**src/rtl/ddr_rx_seq.sv**
```systemverilog
// HDR-DDR receive sequencer: walks the RX deserializer through preamble, data words and CRC word,
// writing received bytes to the register file. Optional watchdog enabled by RXSEQ_TIMEOUT_EN.
module ddr_rx_seq #(
    parameter int MAX_WORDS = 16,
    parameter int ADDR_W    = 8
`ifdef RXSEQ_TIMEOUT_EN
    ,
    parameter int TIMEOUT_CYC = 1023
`endif
) (
    input  logic              i_sys_clk,
    input  logic              i_sys_rst,
    input  logic              i_start,
    input  logic              i_abort,
    input  logic [ADDR_W-1:0] i_regf_base,
    input  logic              i_rx_mode_done,
    input  logic              i_rx_pre,
    input  logic              i_rx_error,
    input  logic [7:0]        i_rx_data,
    output logic              o_rx_en,
    output logic [3:0]        o_rx_mode,
    output logic              o_regf_wr_en,
    output logic [ADDR_W-1:0] o_regf_addr,
    output logic [7:0]        o_regf_data,
    output logic              o_busy,
    output logic              o_done,
    output logic              o_err,
    output logic [2:0]        o_err_code,
    output logic [7:0]        o_word_count
);

    localparam logic [3:0] MODE_PRE   = 4'b0000;
    localparam logic [3:0] MODE_BYTE  = 4'b0011;
    localparam logic [3:0] MODE_TOKEN = 4'b0101;
    localparam logic [3:0] MODE_PAR   = 4'b0110;
    localparam logic [3:0] MODE_CRC   = 4'b0111;

    localparam logic [2:0] ERR_NONE  = 3'd0;
    localparam logic [2:0] ERR_PAR   = 3'd1;
    localparam logic [2:0] ERR_TOKEN = 3'd2;
    localparam logic [2:0] ERR_CRC   = 3'd3;
    localparam logic [2:0] ERR_OVF   = 3'd4;
    localparam logic [2:0] ERR_ABORT = 3'd5;

    localparam logic [7:0] LAST_WORD = 8'(MAX_WORDS - 1);

    typedef enum logic [3:0] {
        S_IDLE, S_PRE1, S_PRE2, S_BYTE0, S_BYTE1, S_PARITY, S_TOKEN, S_CRC, S_FINISH
    } state_t;

    function automatic logic [3:0] mode_of(input state_t s);
        case (s)
            S_BYTE0, S_BYTE1: mode_of = MODE_BYTE;
            S_PARITY:         mode_of = MODE_PAR;
            S_TOKEN:          mode_of = MODE_TOKEN;
            S_CRC:            mode_of = MODE_CRC;
            default:          mode_of = MODE_PRE;
        endcase
    endfunction

    function automatic logic is_active(input state_t s);
        is_active = !(s == S_IDLE || s == S_FINISH);
    endfunction

    state_t              state;
    state_t              nxt;
    logic [ADDR_W-1:0]   ptr;
    logic [2:0]          fin_code;
    logic                wr;
    logic                inc_word;

`ifdef RXSEQ_TIMEOUT_EN
    localparam int TW = ($clog2(TIMEOUT_CYC + 1) > 10) ? $clog2(TIMEOUT_CYC + 1) : 10;
    localparam logic [2:0] ERR_TMO = 3'd6;
    logic [TW-1:0] tmo_cnt;
    logic          tmo_hit;
    assign tmo_hit = (tmo_cnt == TW'(TIMEOUT_CYC - 1));
`endif

    // Next-state decision; abort outranks a coincident mode-done so that byte is dropped.
    always_comb begin
        nxt      = state;
        fin_code = ERR_NONE;
        wr       = 1'b0;
        inc_word = 1'b0;
        case (state)
            S_IDLE:   if (i_start) nxt = S_PRE1;
            S_FINISH: nxt = S_IDLE;
            default: begin
                if (i_abort) begin
                    nxt      = S_FINISH;
                    fin_code = ERR_ABORT;
                end else if (i_rx_mode_done) begin
                    case (state)
                        S_PRE1: nxt = i_rx_pre ? S_PRE2 : S_TOKEN;
                        S_PRE2: begin
                            if (i_rx_pre) begin
                                nxt = S_BYTE0;
                            end else begin
                                nxt      = S_FINISH;
                                fin_code = ERR_ABORT;
                            end
                        end
                        S_BYTE0: begin
                            nxt = S_BYTE1;
                            wr  = 1'b1;
                        end
                        S_BYTE1: begin
                            nxt = S_PARITY;
                            wr  = 1'b1;
                        end
                        S_PARITY: begin
                            if (i_rx_error) begin
                                nxt      = S_FINISH;
                                fin_code = ERR_PAR;
                            end else begin
                                inc_word = 1'b1;
                                if (o_word_count == LAST_WORD) begin
                                    nxt      = S_FINISH;
                                    fin_code = ERR_OVF;
                                end else begin
                                    nxt = S_PRE1;
                                end
                            end
                        end
                        S_TOKEN: begin
                            nxt      = i_rx_error ? S_FINISH : S_CRC;
                            fin_code = i_rx_error ? ERR_TOKEN : ERR_NONE;
                        end
                        S_CRC: begin
                            nxt      = S_FINISH;
                            fin_code = i_rx_error ? ERR_CRC : ERR_NONE;
                        end
                        default: nxt = S_IDLE;
                    endcase
`ifdef RXSEQ_TIMEOUT_EN
                end else if (tmo_hit) begin
                    nxt      = S_FINISH;
                    fin_code = ERR_TMO;
`endif
                end
            end
        endcase
    end

    always_ff @(posedge i_sys_clk or negedge i_sys_rst) begin
        if (!i_sys_rst) begin
            state        <= S_IDLE;
            ptr          <= '0;
            o_rx_en      <= 1'b0;
            o_rx_mode    <= MODE_PRE;
            o_regf_wr_en <= 1'b0;
            o_regf_addr  <= '0;
            o_regf_data  <= 8'h00;
            o_busy       <= 1'b0;
            o_done       <= 1'b0;
            o_err        <= 1'b0;
            o_err_code   <= ERR_NONE;
            o_word_count <= 8'h00;
`ifdef RXSEQ_TIMEOUT_EN
            tmo_cnt      <= '0;
`endif
        end else begin
            state        <= nxt;
            o_rx_mode    <= mode_of(nxt);
            o_rx_en      <= is_active(nxt);
            o_busy       <= is_active(nxt);
            o_done       <= (nxt == S_FINISH);
            o_err        <= (nxt == S_FINISH) && (fin_code != ERR_NONE);
            o_regf_wr_en <= wr;
            if (wr) begin
                o_regf_addr <= ptr;
                o_regf_data <= i_rx_data;
                ptr         <= ptr + 1'b1;
            end
            if (inc_word) o_word_count <= o_word_count + 8'd1;
            if (nxt == S_FINISH) o_err_code <= fin_code;
            if (state == S_IDLE && i_start) begin
                ptr          <= i_regf_base;
                o_word_count <= 8'h00;
                o_err_code   <= ERR_NONE;
            end
`ifdef RXSEQ_TIMEOUT_EN
            if (nxt != state || i_rx_mode_done || !is_active(state)) tmo_cnt <= '0;
            else                                                     tmo_cnt <= tmo_cnt + 1'b1;
`endif
        end
    end

endmodule

```
**config.mk**
```make
export PLATFORM = sky130hd
export DESIGN_NAME = ddr_rx_seq
export DESIGN_NICKNAME = d
export VERILOG_FILES = /design/src/rtl/ddr_rx_seq.sv
export SDC_FILE = /design/constraint.sdc
export NUM_CORES = 1
export LEC_CHECK = 0
export BUFFER_PORTS_ARGS = -buffer_cell sky130_fd_sc_hd__buf_2
export CAP_MARGIN = 5
export CORE_MARGIN = 1.5
export CORE_UTILIZATION = 45
export DETAILED_ROUTE_END_ITERATION = 16
export PLACE_DENSITY = 0.69
export SLEW_MARGIN = 20
export SYNTH_ARGS = -nofsm -noshare
export SYNTH_HDL_FRONTEND = slang
export SYNTH_SLANG_ARGS = --single-unit
```
**constraint.sdc**
```tcl
create_clock -name i_sys_clk -period 2.3 [get_ports i_sys_clk]
set_input_delay 0.46 -clock i_sys_clk [delete_from_list [all_inputs] [get_ports i_sys_clk]]
set_output_delay 0.46 -clock i_sys_clk [all_outputs]
set_load 0.02 [all_outputs]
```
=== Yosys cells after proc, flatten, opt, wreduce, memory -nomap -nowiden ===
Index checks and enable logic that the tools add are counted.

* Register bits: 47
* Input bits: 23
* Word-level logic and storage cells: 76

* Add/sub/neg operators: 2
* Eq/ne operators: 15
* Multiplexer cells: 35
* Reductions and logical operators: 13

{| class="wikitable"
|+ Operators with widths
! cell !! count
|-
| $eq 4x3->1 const B || 8
|-
| $mux 8 || 4
|-
| $mux 4 || 7
|-
| $pmux 4 s7 || 1
|-
| $mux 3 || 9
|-
| $pmux 3 s4 || 2
|-
| $add 8x1->8 const B || 2
|-
| $eq 4x2->1 const B || 3
|-
| $mux 1 || 9
|-
| $eq 4x4->1 const B || 2
|-
| $eq 8x4->1 const B || 1
|-
| $logic_not 4->1 || 2
|-
| $pmux 4 s2 || 1
|-
| $reduce_bool 2->1 || 3
|-
| $reduce_or 2->1 || 3
|-
| $eq 4x1->1 const B || 1
|-
| $mux 2 || 2
|-
| $reduce_bool 3->1 || 1
|-
| $logic_and 1x1->1 || 2
|-
| $logic_not 1->1 || 1
|-
| $logic_or 1x1->1 || 1
|}

=== Logic depth before layout (Yosys ltp) ===
Gate-level depths: netlist of the first run.

* Depth after elaboration: 10
* Mapped depth: 9
* Gate-level depth less buffers: 7

=== Worst setup path after synthesis of the first run ===
Ideal clock, no wire load.

* Path kind: input-to-reg
* From: input i_rx_mode_done
* To: register o_regf_data[4]
* Setup time: 0.125 ns
* Arrival time: 1.809 ns
* Data required time: 2.175 ns
* Path slack: 0.366 ns
* Cell stages on the path: 6
* Cell sequence: clkbuf_1 > nor3b_1 > o21ai_2 > inv_2 > buf_2 > mux2_2

* Word-level cells in the longest chain between the ends: 3

{| class="wikitable"
|+ RTL lines
! what !! RTL line !! text
|-
| start, declared || 16 || <nowiki>input logic i_rx_mode_done,</nowiki>
|-
| $mux 1 || 93 || <nowiki>end else if (i_rx_mode_done) begin</nowiki>
|-
| $mux 1 || 90 || <nowiki>if (i_abort) begin</nowiki>
|-
| $mux 1 || 86 || <nowiki>case (state)</nowiki>
|-
| net wr || 69 || <nowiki>logic wr;</nowiki>
|-
| end signal, assigned || 173 || <nowiki>o_regf_data <= i_rx_data;</nowiki>
|-
| end, declared || 24 || <nowiki>output logic [7:0] o_regf_data,</nowiki>
|}

The timed path passes the listed nets, and every way through them passes these cells.
A chain may end at the register's enable or synchronous reset.

=== Worst setup path after layout of the first run ===
* From: register state[1]
* To: register o_rx_mode[0]

* Word-level cells in the longest chain between the ends: 8

{| class="wikitable"
|+ RTL lines
! what !! RTL line !! text
|-
| start, declared || 65 || <nowiki>state_t state;</nowiki>
|-
| start signal, assigned || 164 || <nowiki>state <= nxt;</nowiki>
|-
| $eq 4x3->1 (tied with other cells) || 94 || <nowiki>case (state)</nowiki>
|-
| $pmux 4 s7 || 94 ||
|-
| $mux 4 || 93 ||
|-
| $mux 4 || 90 ||
|-
| $pmux 4 s2 * || 86 ||
|-
| net nxt[0] || 66 || <nowiki>state_t nxt;</nowiki>
|-
| $eq 4x2->1 or $eq 4x3->1 (tied branches) || 52 || <nowiki>case (s)</nowiki>
|-
| $reduce_or 2->1 || 52 ||
|-
| $pmux 3 s4 * || 52 ||
|-
| end signal, assigned || 165 || <nowiki>o_rx_mode <= mode_of(nxt);</nowiki>
|-
| end, declared || 21 || <nowiki>output logic [3:0] o_rx_mode,</nowiki>
|}

The timed path passes the listed nets; every way through them passes the cells marked *.

==> results of run 1 <==
==> cells in the final DEF, fill, tap and decap left out, types with 3 or more instances in the layout <==
| master | count |
|---|---|
| buf_2 | 57 |
| dfrtp_1 | 46 |
| nor2_1 | 21 |
| nand2_1 | 16 |
| mux2_2 | 15 |
| buf_4 | 11 |
| o21ai_0 | 10 |
| xor2_1 | 9 |
| a21oi_1 | 7 |
| nand3_1 | 7 |
| nand4_1 | 7 |
| inv_1 | 6 |
| clkbuf_8 | 5 |
| nand2b_1 | 4 |
| nor2b_1 | 3 |
| or3_1 | 3 |
| nor3_1 | 3 |
| mux2i_1 | 3 |
| and3_1 | 3 |
==> kinds of logic after synthesis <==
group	synth area share, %
adders and majority gates	1.11
DFF	50.9
other	0.166
xor gates and xnor gates	3.48
muxes	8.79
and+or+nand+nor	19.0
AOI/OAI and AO/OA	13.0
buffers and inverters	3.59
==> power by group <==
part | switching, W | total (W) | internal, W
Clock | 0.000262 | 0.000477 | 0.000214
Combinational | 0.000540 | 0.000912 | 0.000372
Sequential | 0.000150 | 0.00117 | 0.00102
Total | 0.000952 | 0.00256 | 0.00161
==> routing by layer <==
metal,GRT usage (%),vias to the layer above
met5,0,-
met4,6.79,0
met3,4.80,5
met2,30.3,49
met1,28.2,861
li1,-,900
==> per-stage QoR <==
| step | hold slack (ns) | area, sq um | instances | utilization [%] |
|---|---|---|---|---|
| after floorplan | 0.164 | 2260 | 216 | - |
| after global placement | 0.481 | 2680 | 341 | 56.0 |
| after detailed placement | 0.474 | 2680 | 341 | 56.0 |
| after CTS | 0.137 | 2770 | 349 | 57.8 |
| after global routing | 0.176 | 2790 | 349 | 58.2 |
| final | 0.134 | 2790 | 349 | 58.2 |
==> worst max-delay path, stage by stage, from the launching register on <==
cell and delay, ns:
dfrtp_1 0.48, or4_4 0.57, o32a_1 0.22, o31ai_4 0.43
mux2i_1 0.24, nor2_1 0.05
==> Yosys cell counts, types with 2 or more instances <==
cell type  number
clkbuf_1        4
nand4_1         7
and3_1          3
nand2_1        16
nor3b_1         2
mux2_2         15
buf_4           2
a22oi_1         2
mux2i_1         3
buf_2           4
inv_1           6
a31oi_1         2
nand3_1         7
nand2b_1        4
a21oi_1         7
nor2_1         21
dfrtp_1        46
o22ai_1         2
xor2_1          9
ha_1            2
or3_1           3
nor2b_1         3
and2_1          2
o221a_2         2
o21ai_0        11
a211oi_1        2
nor4_1          2
nor3_1          3
==> path summary, 6_finish.rpt <==
path                                 from              end  slack, ns  cells past startpoint
max                              state[1]     o_rx_mode[0]       0.21                      5
min                             i_sys_rst  o_word_count[7]       0.13                      1
max reg2reg                      state[1]     o_rx_mode[0]       0.21                      5
min reg2reg                o_regf_data[7]   o_regf_data[7]       0.50                      1
max in group asynchronous       i_sys_rst   o_regf_data[0]       1.67                      2
min in group i_sys_clk     i_regf_base[7]           ptr[7]       0.36                      3
==> cell type report <==
class / count / share of cell area [%]
clock buffer: 6 / 2.61
clock inverter: 2 / 0.494
inverter: 7 / 0.943
multi-input combinational: 152 / 37.7
sequential: 46 / 41.3
tap: 67 / 3.01
timing repair buffer: 69 / 13.9
==> sequential cells by signal, summed over array words and instances, names as in the netlist <==
register,cells
o_err_code,3
o_done,1
ptr,8
o_word_count,8
o_regf_data,8
o_rx_mode,3
o_err,1
state,4
o_regf_wr_en,1
o_regf_addr,8
o_busy,1
==> results.toml, run 1 <==
[status]
run_status = "complete, no violations"

[route]
vias_per_cell = 5.20
routed_wl_um = 4880
top_layer = "met4"
num_vias = 1815
routed-wl-met2_um = 2250
dr.first_iter.drc_count = 93
drtPass1Iterations = 4
wl_per_cell_um = 14.0
wl_met3_um = 223
drc_errors = 0
drtAntennaViolNets = 0
met1Wirelength_um = 2350

[clock_network]
clk_latency_ns = 0.30
htree_levels = 2
clock_path_buffers = 2
clock_sinks = 46
cts_tree = "done"
post_cts_buffers = 0
ctsResizeCount = 0
holdBufCountCts = 0
cts-buffers-inserted = 5
clk_pin_slew_worst_paths_ns = 0.08
root_buffer = "clkbuf_8"

[layout]
fill_cells = 445
areaGrowthSynthToFinish_pct = 23.1
multi_input_area_sq_mm = 0.00105
seq_area_sq_mm = 0.00115
layout.nets = 306
antennaDiodeCount = 0
final_layout_size_suffix_gt1_share_pct = 35.8

[yosys]
ys_seq_area_share_pct = 50.9
synth_cells = 216
ys_seq_elements = 46
synth_flop_cell = "dfrtp_1"
syn_nets = 241
netlist_area_sq_mm = 0.00226
yosysWarnings = 0
yosys-top-cells-area = "dfrtp_1 51%, mux2_2 7.5%, nor2_1 3.5%"
async_reset_ff_share_pct = 100
netlist.area_leader.share_pct = 50.9
ys_types = 52
synth_largest_area_cell = "dfrtp_1"
avgSynthCellArea_sq_um = 10.5
synth_edf_count = 0

[worst_setup_path]
path_max_fanout = 9
crit_path_end_kind = "flip-flop"
crit_type = "reg -> reg"
critPathArrivalTime_ns = 2.28
crit_required_ns = 2.49
critPathLaunchType = "flip-flop"

[grt]
grt_start_max_net_pins = 25
antenna_found_initial = 0
grt_pass1_wl_um = 8180
gr-total-overflow = 0
grt_pass1_vias = 1711
grt_util_all_layers_pct = 20.0

[timing]
hold_viol = 0
tightestPinTransition_ns = 0.533
min_period_over_period_pct = 90.9
max_freq_mhz = 478
clock_skew_ns = 0.00579
slew_headroom_pct = 64.5
setup_viol = 0
report.final.slew_viol_count = 0
fin_ws_ns = 0.208
rsz0062_at_grt = "no"
layout_min_cycle_time_ns = 2.09
setup_tns_ns = 0

[flow_run]
drv_cap = 0

[placement]
place_congestion = 0.882
hpwl_um = 3600
port_buffers = 57
pre_cts_ws_ns = 0.119

[floorplanning]
io_pins = 59
rows = 25
dieWidth_um = 73.9
dieArea_sq_mm = 0.00546
fp.dieH_um = 73.9
core_sq_mm = 0.00479
start_util_pct = 47.3

[power_and_ir_drop]
leakagePower_nw = 1.40
power-per-cell-area_mw_per_mm2 = 918
power_w = 0.00256
peakVddDrop_v = 0.000449

[hold_path]
worstHoldPathType = "in -> async"
Note: power is estimated with default switching activity, not from simulation.
==> run 2: changes to the inputs <==
ABC_AREA = 1   (was default)
GPL_ROUTABILITY_DRIVEN = 0   (was default)
==> results.toml, run 2 <==
[layout]
layout_common_cells = "84 x nand2_1, 57 x buf_2, 46 x dfrtp_1, 24 x inv_1, 24 x nand3_1"
layout_commonest_cell = "nand2_1"
antennaDiodeCount = 0
fill_cells = 457
areaGrowthSynthToFinish_pct = 19.7
final_layout_size_suffix_gt1_share_pct = 27.4
layout.nets = 364

[worst_setup_path]
crit_required_ns = 2.50
startpoint = "state[3]"
path_max_fanout = 15
critPathLaunchType = "flip-flop"
critPathArrivalTime_ns = 2.12
crit_path_end_kind = "flip-flop"
crit_type = "reg -> reg"
r2r-start = "state[3]"

[grt]
grt_start_max_net_pins = 47
grt_util_all_layers_pct = 19.6
grt_busiest_layer = "met2"
antenna_found_initial = 0
gr-usage-met1_pct = 26.6
grt_pass1_vias = 1809
grt_pass1_wl_um = 8140
met2_usage_pct = 30.8
met3_usage_pct = 4.20
gr-total-overflow = 0

[yosys]
netlist_area_sq_mm = 0.00229
synth_flop_cell = "dfrtp_1"
ys_seq_area_share_pct = 50.2
syn_nets = 303
synth.most_common_cell = "nand2_1"
synth.top_cells.by_count = "84 x nand2_1, 46 x dfrtp_1, 24 x inv_1, 24 x nand3_1, 20 x nor2_1"
async_reset_ff_share_pct = 100
synth_largest_area_cell = "dfrtp_1"
ys_seq_elements = 46
avgSynthCellArea_sq_um = 8.24
ys_types = 36
netlist.area_leader.share_pct = 50.2
synth_edf_count = 0
synth_cells = 278
yosys-top-cells-area = "dfrtp_1 50%, nand2_1 14%, nand3_1 5.2%"
yosysWarnings = 0

[clock_network]
cts_tree = "done"
post_cts_buffers = 0
clock_path_buffers = 2
holdBufCountCts = 0
ctsResizeCount = 0
cts-buffers-inserted = 5
clk_latency_ns = 0.31
root_buffer = "clkbuf_8"
htree_levels = 2
clock_sinks = 46
clk_pin_slew_worst_paths_ns = 0.09

[route]
drtAntennaViolNets = 0
drc_errors = 0
num_vias = 2030
dr.first_iter.drc_count = 134
vias_per_cell = 4.99
routed_wl_um = 5120
drtPass1Iterations = 4
wl_per_cell_um = 12.6

[placement]
port_buffers = 57
hpwl_um = 3750
pre_cts_ws_ns = 0.407

[timing]
clock_skew_ns = 0.00586
hold_viol = 0
rsz0062_at_grt = "no"
max_freq_mhz = 523
min_period_over_period_pct = 83.2
setup_tns_ns = 0
layout_min_cycle_time_ns = 1.91
tightestPinTransition_ns = 0.583
setup_viol = 0
report.final.slew_viol_count = 0
slew_headroom_pct = 61.1
fin_ws_ns = 0.387

[floorplanning]
rows = 25
core_sq_mm = 0.00482
start_util_pct = 47.6
dieArea_sq_mm = 0.00553
dieWidth_um = 74.4
fp.dieH_um = 74.4
io_pins = 59

[hold_path]
worstHoldPathType = "in -> async"

[flow_run]
drv_cap = 0

[power_and_ir_drop]
peakVddDrop_v = 0.000497
leakagePower_nw = 1.52
power-per-cell-area_mw_per_mm2 = 1120

[status]
run_status = "complete, no violations"
-- run 2: cell count changes after synthesis, sizes merged, moves of 3 or more --
| cell | before | now |
|---|---|---|
| inv | 7 | 29 |
| mux2 | 15 | 0 |
| mux2i | 3 | 0 |
| nand2 | 16 | 88 |
| nand2b | 4 | 0 |
| nand3 | 7 | 29 |
| nand4 | 7 | 2 |
| nor2 | 21 | 28 |
| nor2b | 3 | 0 |
| o211ai | 1 | 4 |
| o21ai | 13 | 17 |
| or3 | 3 | 0 |
| xor2 | 9 | 3 |
-- run 2: critical path, stage by stage (launching register included) --
cell and delay [ns]:
dfrtp_1 0.47, nor2_2 0.25, nand3_1 0.10, nand2_1 0.10, nand3_2 0.23, inv_2 0.30
nor2_2 0.08, a221oi_1 0.28
-- run 2: per-stage QoR --
step / total power, W / cells / hold slack, ns / instance area, sq um / util, %
final: 0.00308 / 407 / 0.226 / 2740 / 56.9
after global routing: 0.00332 / 407 / 0.278 / 2740 / 56.9
after CTS: 0.00311 / 407 / 0.246 / 2740 / 56.9
after detailed placement: 0.00258 / 399 / 0.464 / 2650 / 55.0
after global placement: 0.00254 / 399 / 0.462 / 2650 / 55.0
after floorplan: 0.00218 / 278 / 0.164 / 2290 / -
-- run 2: metal layers --
| layer | part of all wire (%) | routed length [um] |
|---|---|---|
| met1 | 46 | 2380 |
| met2 | 49 | 2490 |
| met3 | 3.5 | 180 |
| met4 | 1.4 | 73 |
| met5 | 0 | 0 |
-- run 2: area by class of cell --
| cell class | instances | area, sq um | share of cell area [%] |
|---|---|---|---|
| sequential | 46 | 1150 | 42.0 |
| multi-input combinational | 193 | 976 | 35.6 |
| timing repair buffer | 62 | 323 | 11.8 |
| inverter | 31 | 116 | 4.24 |
| tap | 67 | 83.8 | 3.06 |
| clock buffer | 5 | 68.8 | 2.51 |
| clock inverter | 3 | 23.8 | 0.867 |
-- run 2: logic make-up after synthesis --
family,count (synthesis),synth area share [%]
other,1,0.164
AOI/OAI and AO/OA,36,9.29
buffers and inverters,39,7.15
adders and majority gates,2,1.09
and+or+nand+nor,151,30.9
DFF,46,50.2
xor gates and xnor gates,3,1.15
-- run 2: worst paths after layout --
kind                                       end  slack [ns]  cells after the start
max in group asynchronous             state[2]        1.68                      2
worst max-delay path                    ptr[3]        0.39                      7
worst min-delay path            o_regf_addr[4]        0.23                      2
min in group i_sys_clk          o_regf_data[2]        0.34                      3
worst max register to register          ptr[3]        0.39                      7
worst min register to register  o_regf_data[1]        0.48                      2
-- run 2: power by group --
part / total [W] / internal, W / switching [W] / leakage [nW]
sequential: 0.00127 / 0.00107 / 0.000197 / 0.598
combinational: 0.00129 / 0.000441 / 0.000849 / 0.879
clock: 0.000519 / 0.000218 / 0.000301 / 0.0408
total: 0.00308 / 0.00173 / 0.00135 / 1.52
==> run 3: changes to the inputs <==
PLACE_DENSITY = 0.71   (was 0.69)
clock period = 1.6 ns   (was 2.3 ns; I/O delays follow)
==> results.toml, run 3 (synthesis results as in run 2) <==
[grt]
met2_usage_pct = 34.6
gr-total-overflow = 0
gr-usage-met1_pct = 29.5
grt_start_max_net_pins = 32
grt_pass1_vias = 2010
met3_usage_pct = 3.79
grt_busiest_layer = "met2"
grt_pass1_wl_um = 9020
grt_util_all_layers_pct = 21.2
antenna_found_initial = 0

[clock_network]
clock_path_buffers = 2
clock_sinks = 46
clk_pin_slew_worst_paths_ns = 0.09
cts-buffers-inserted = 5
root_buffer = "clkbuf_8"
clk_latency_ns = 0.30
htree_levels = 2
cts_tree = "done"

[worst_setup_path]
critPathTopFamily = "simple AND/OR/NAND/NOR gates"
critical_path.slowest_cell = "dfrtp_1"
path_cells = "buf_6 -> nor2_4 -> nand3_1 -> nand3_2 -> nand2_1 -> o21ai_2 -> nand2_2 -> inv_4 -> nor2_4 -> nand2_2 -> nand3_2"
rr_endpoint = "o_rx_mode[0]"
critPathLaunchType = "flip-flop"
critPathMaxStageDelay_ns = 0.43
crit_type = "reg -> reg"
path_max_fanout = 4
crit_path_end_kind = "flip-flop"
critPathArrivalTime_ns = 1.87
r2r-start = "state[0]"
startpoint = "state[0]"
crit_buf_inv = 2
crit_required_ns = 1.78
critical_path_depth = 11
worstSetupEndpoint = "o_rx_mode[0]"
r2r_cells = 11
r2r_slack_ns = -0.09

[timing]
max_freq_mhz = 593
layout_min_cycle_time_ns = 1.69
hold_viol = 0
min_period_over_period_pct = 105
setup_viol = 10
rsz0062_at_grt = "yes"
clock_skew_ns = 0.0119
report.final.slew_viol_count = 0
fin_ws_ns = -0.0862

[route]
drtAntennaViolNets = 0
vias_per_cell = 4.82
routed_wl_um = 5620
num_vias = 2143
drc_errors = 0
wl_per_cell_um = 12.6
dr.first_iter.drc_count = 113
drtPass1Iterations = 4

[floorplanning]
dieArea_sq_mm = 0.00553
start_util_pct = 47.6
io_pins = 59
dieWidth_um = 74.4
rows = 25
core_sq_mm = 0.00482
fp.dieH_um = 74.4

[power_and_ir_drop]
power-per-cell-area_mw_per_mm2 = 1530
leakagePower_nw = 1.76
power_w = 0.00503
peakVddDrop_v = 0.000875

[layout]
fill_cells = 381
areaGrowthSynthToFinish_pct = 43.6
fin_util_pct = 68.3
layout_commonest_cell = "nand2_1"
antennaDiodeCount = 0
final_layout_size_suffix_gt1_share_pct = 45.5
layout_common_cells = "74 x nand2_1, 57 x buf_2, 42 x dfrtp_1, 36 x buf_4, 21 x inv_1"
layout.nets = 402

[placement]
hpwl_um = 3910
port_buffers = 57
pre_cts_ws_ns = -0.126

[hold_path]
worstHoldPathType = "in -> reg"

[status]
run_status = "complete, but fails checks"
violations = "setup timing"

[flow_run]
drv_cap = 0
[run 3: repair_timing]
item / 4_1_cts / 5_1_grt
endpoints found under the hold margin: 15 / 0
hold buffers: 1 / 0
pin swaps: 14 / 19
gates resized for setup: 22 / 41
setup buffers: 9 / 7
setup endpoints to repair: 11 / 38
[run 3: tightest hold or removal path, cell delays in order]
cell	delay (ns)
buf_2	0.07
nand2_1	0.04
nand2_1	0.04
[run 3: how the worst min path moves through the flow]
stage	from	slack, ns	cells past startpoint	to
floorplan	i_sys_rst	0.02	0	o_busy
global placement	i_sys_rst	0.27	1	o_regf_addr[5]
detailed placement	i_sys_rst	0.27	1	o_regf_addr[5]
CTS	i_rx_data[2]	0.20	3	o_regf_data[2]
global route	i_rx_data[6]	0.22	3	o_regf_data[6]
finish	i_rx_data[2]	0.21	3	o_regf_data[2]
[run 3: layout make-up]
class	count	area, sq um	area share [%]
tap	67	83.8	2.55
timing repair buffer	100	642	19.5
clock inverter	3	45.0	1.37
sequential	46	1160	35.1
inverter	31	124	3.76
clock buffer	5	68.8	2.09
multi-input combinational	193	1170	35.6
[run 3: power by group]
part           switching, W  total, W  leakage [nW]  internal [W]
sequential         0.000273   0.00182         0.591       0.00155
combinational       0.00144   0.00235          1.12      0.000908
clock              0.000400  0.000865        0.0504      0.000465
total               0.00211   0.00503          1.76       0.00292
[run 3: layer usage]
| metal | part of all wire (%) | wire (um) | vias to the layer above |
|---|---|---|---|
| met4 | 0.96 | 54 | 0 |
| li1 | - | - | 1091 |
| met2 | 51 | 2840 | 48 |
| met3 | 3.6 | 204 | 6 |
| met5 | 0 | 0 | - |
| met1 | 45 | 2520 | 998 |
[run 3: stage by stage]
step	area, sq um	hold slack (ns)	instances	TNS (ns)
finish	3290	0.207	445	-0.307
global route	3290	0.220	445	-2.63
CTS	3090	0.203	438	-0.0305
detailed placement	2830	0.267	420	-0.412
global placement	2830	0.265	420	-0.271
floorplan	2300	0.0244	278	0
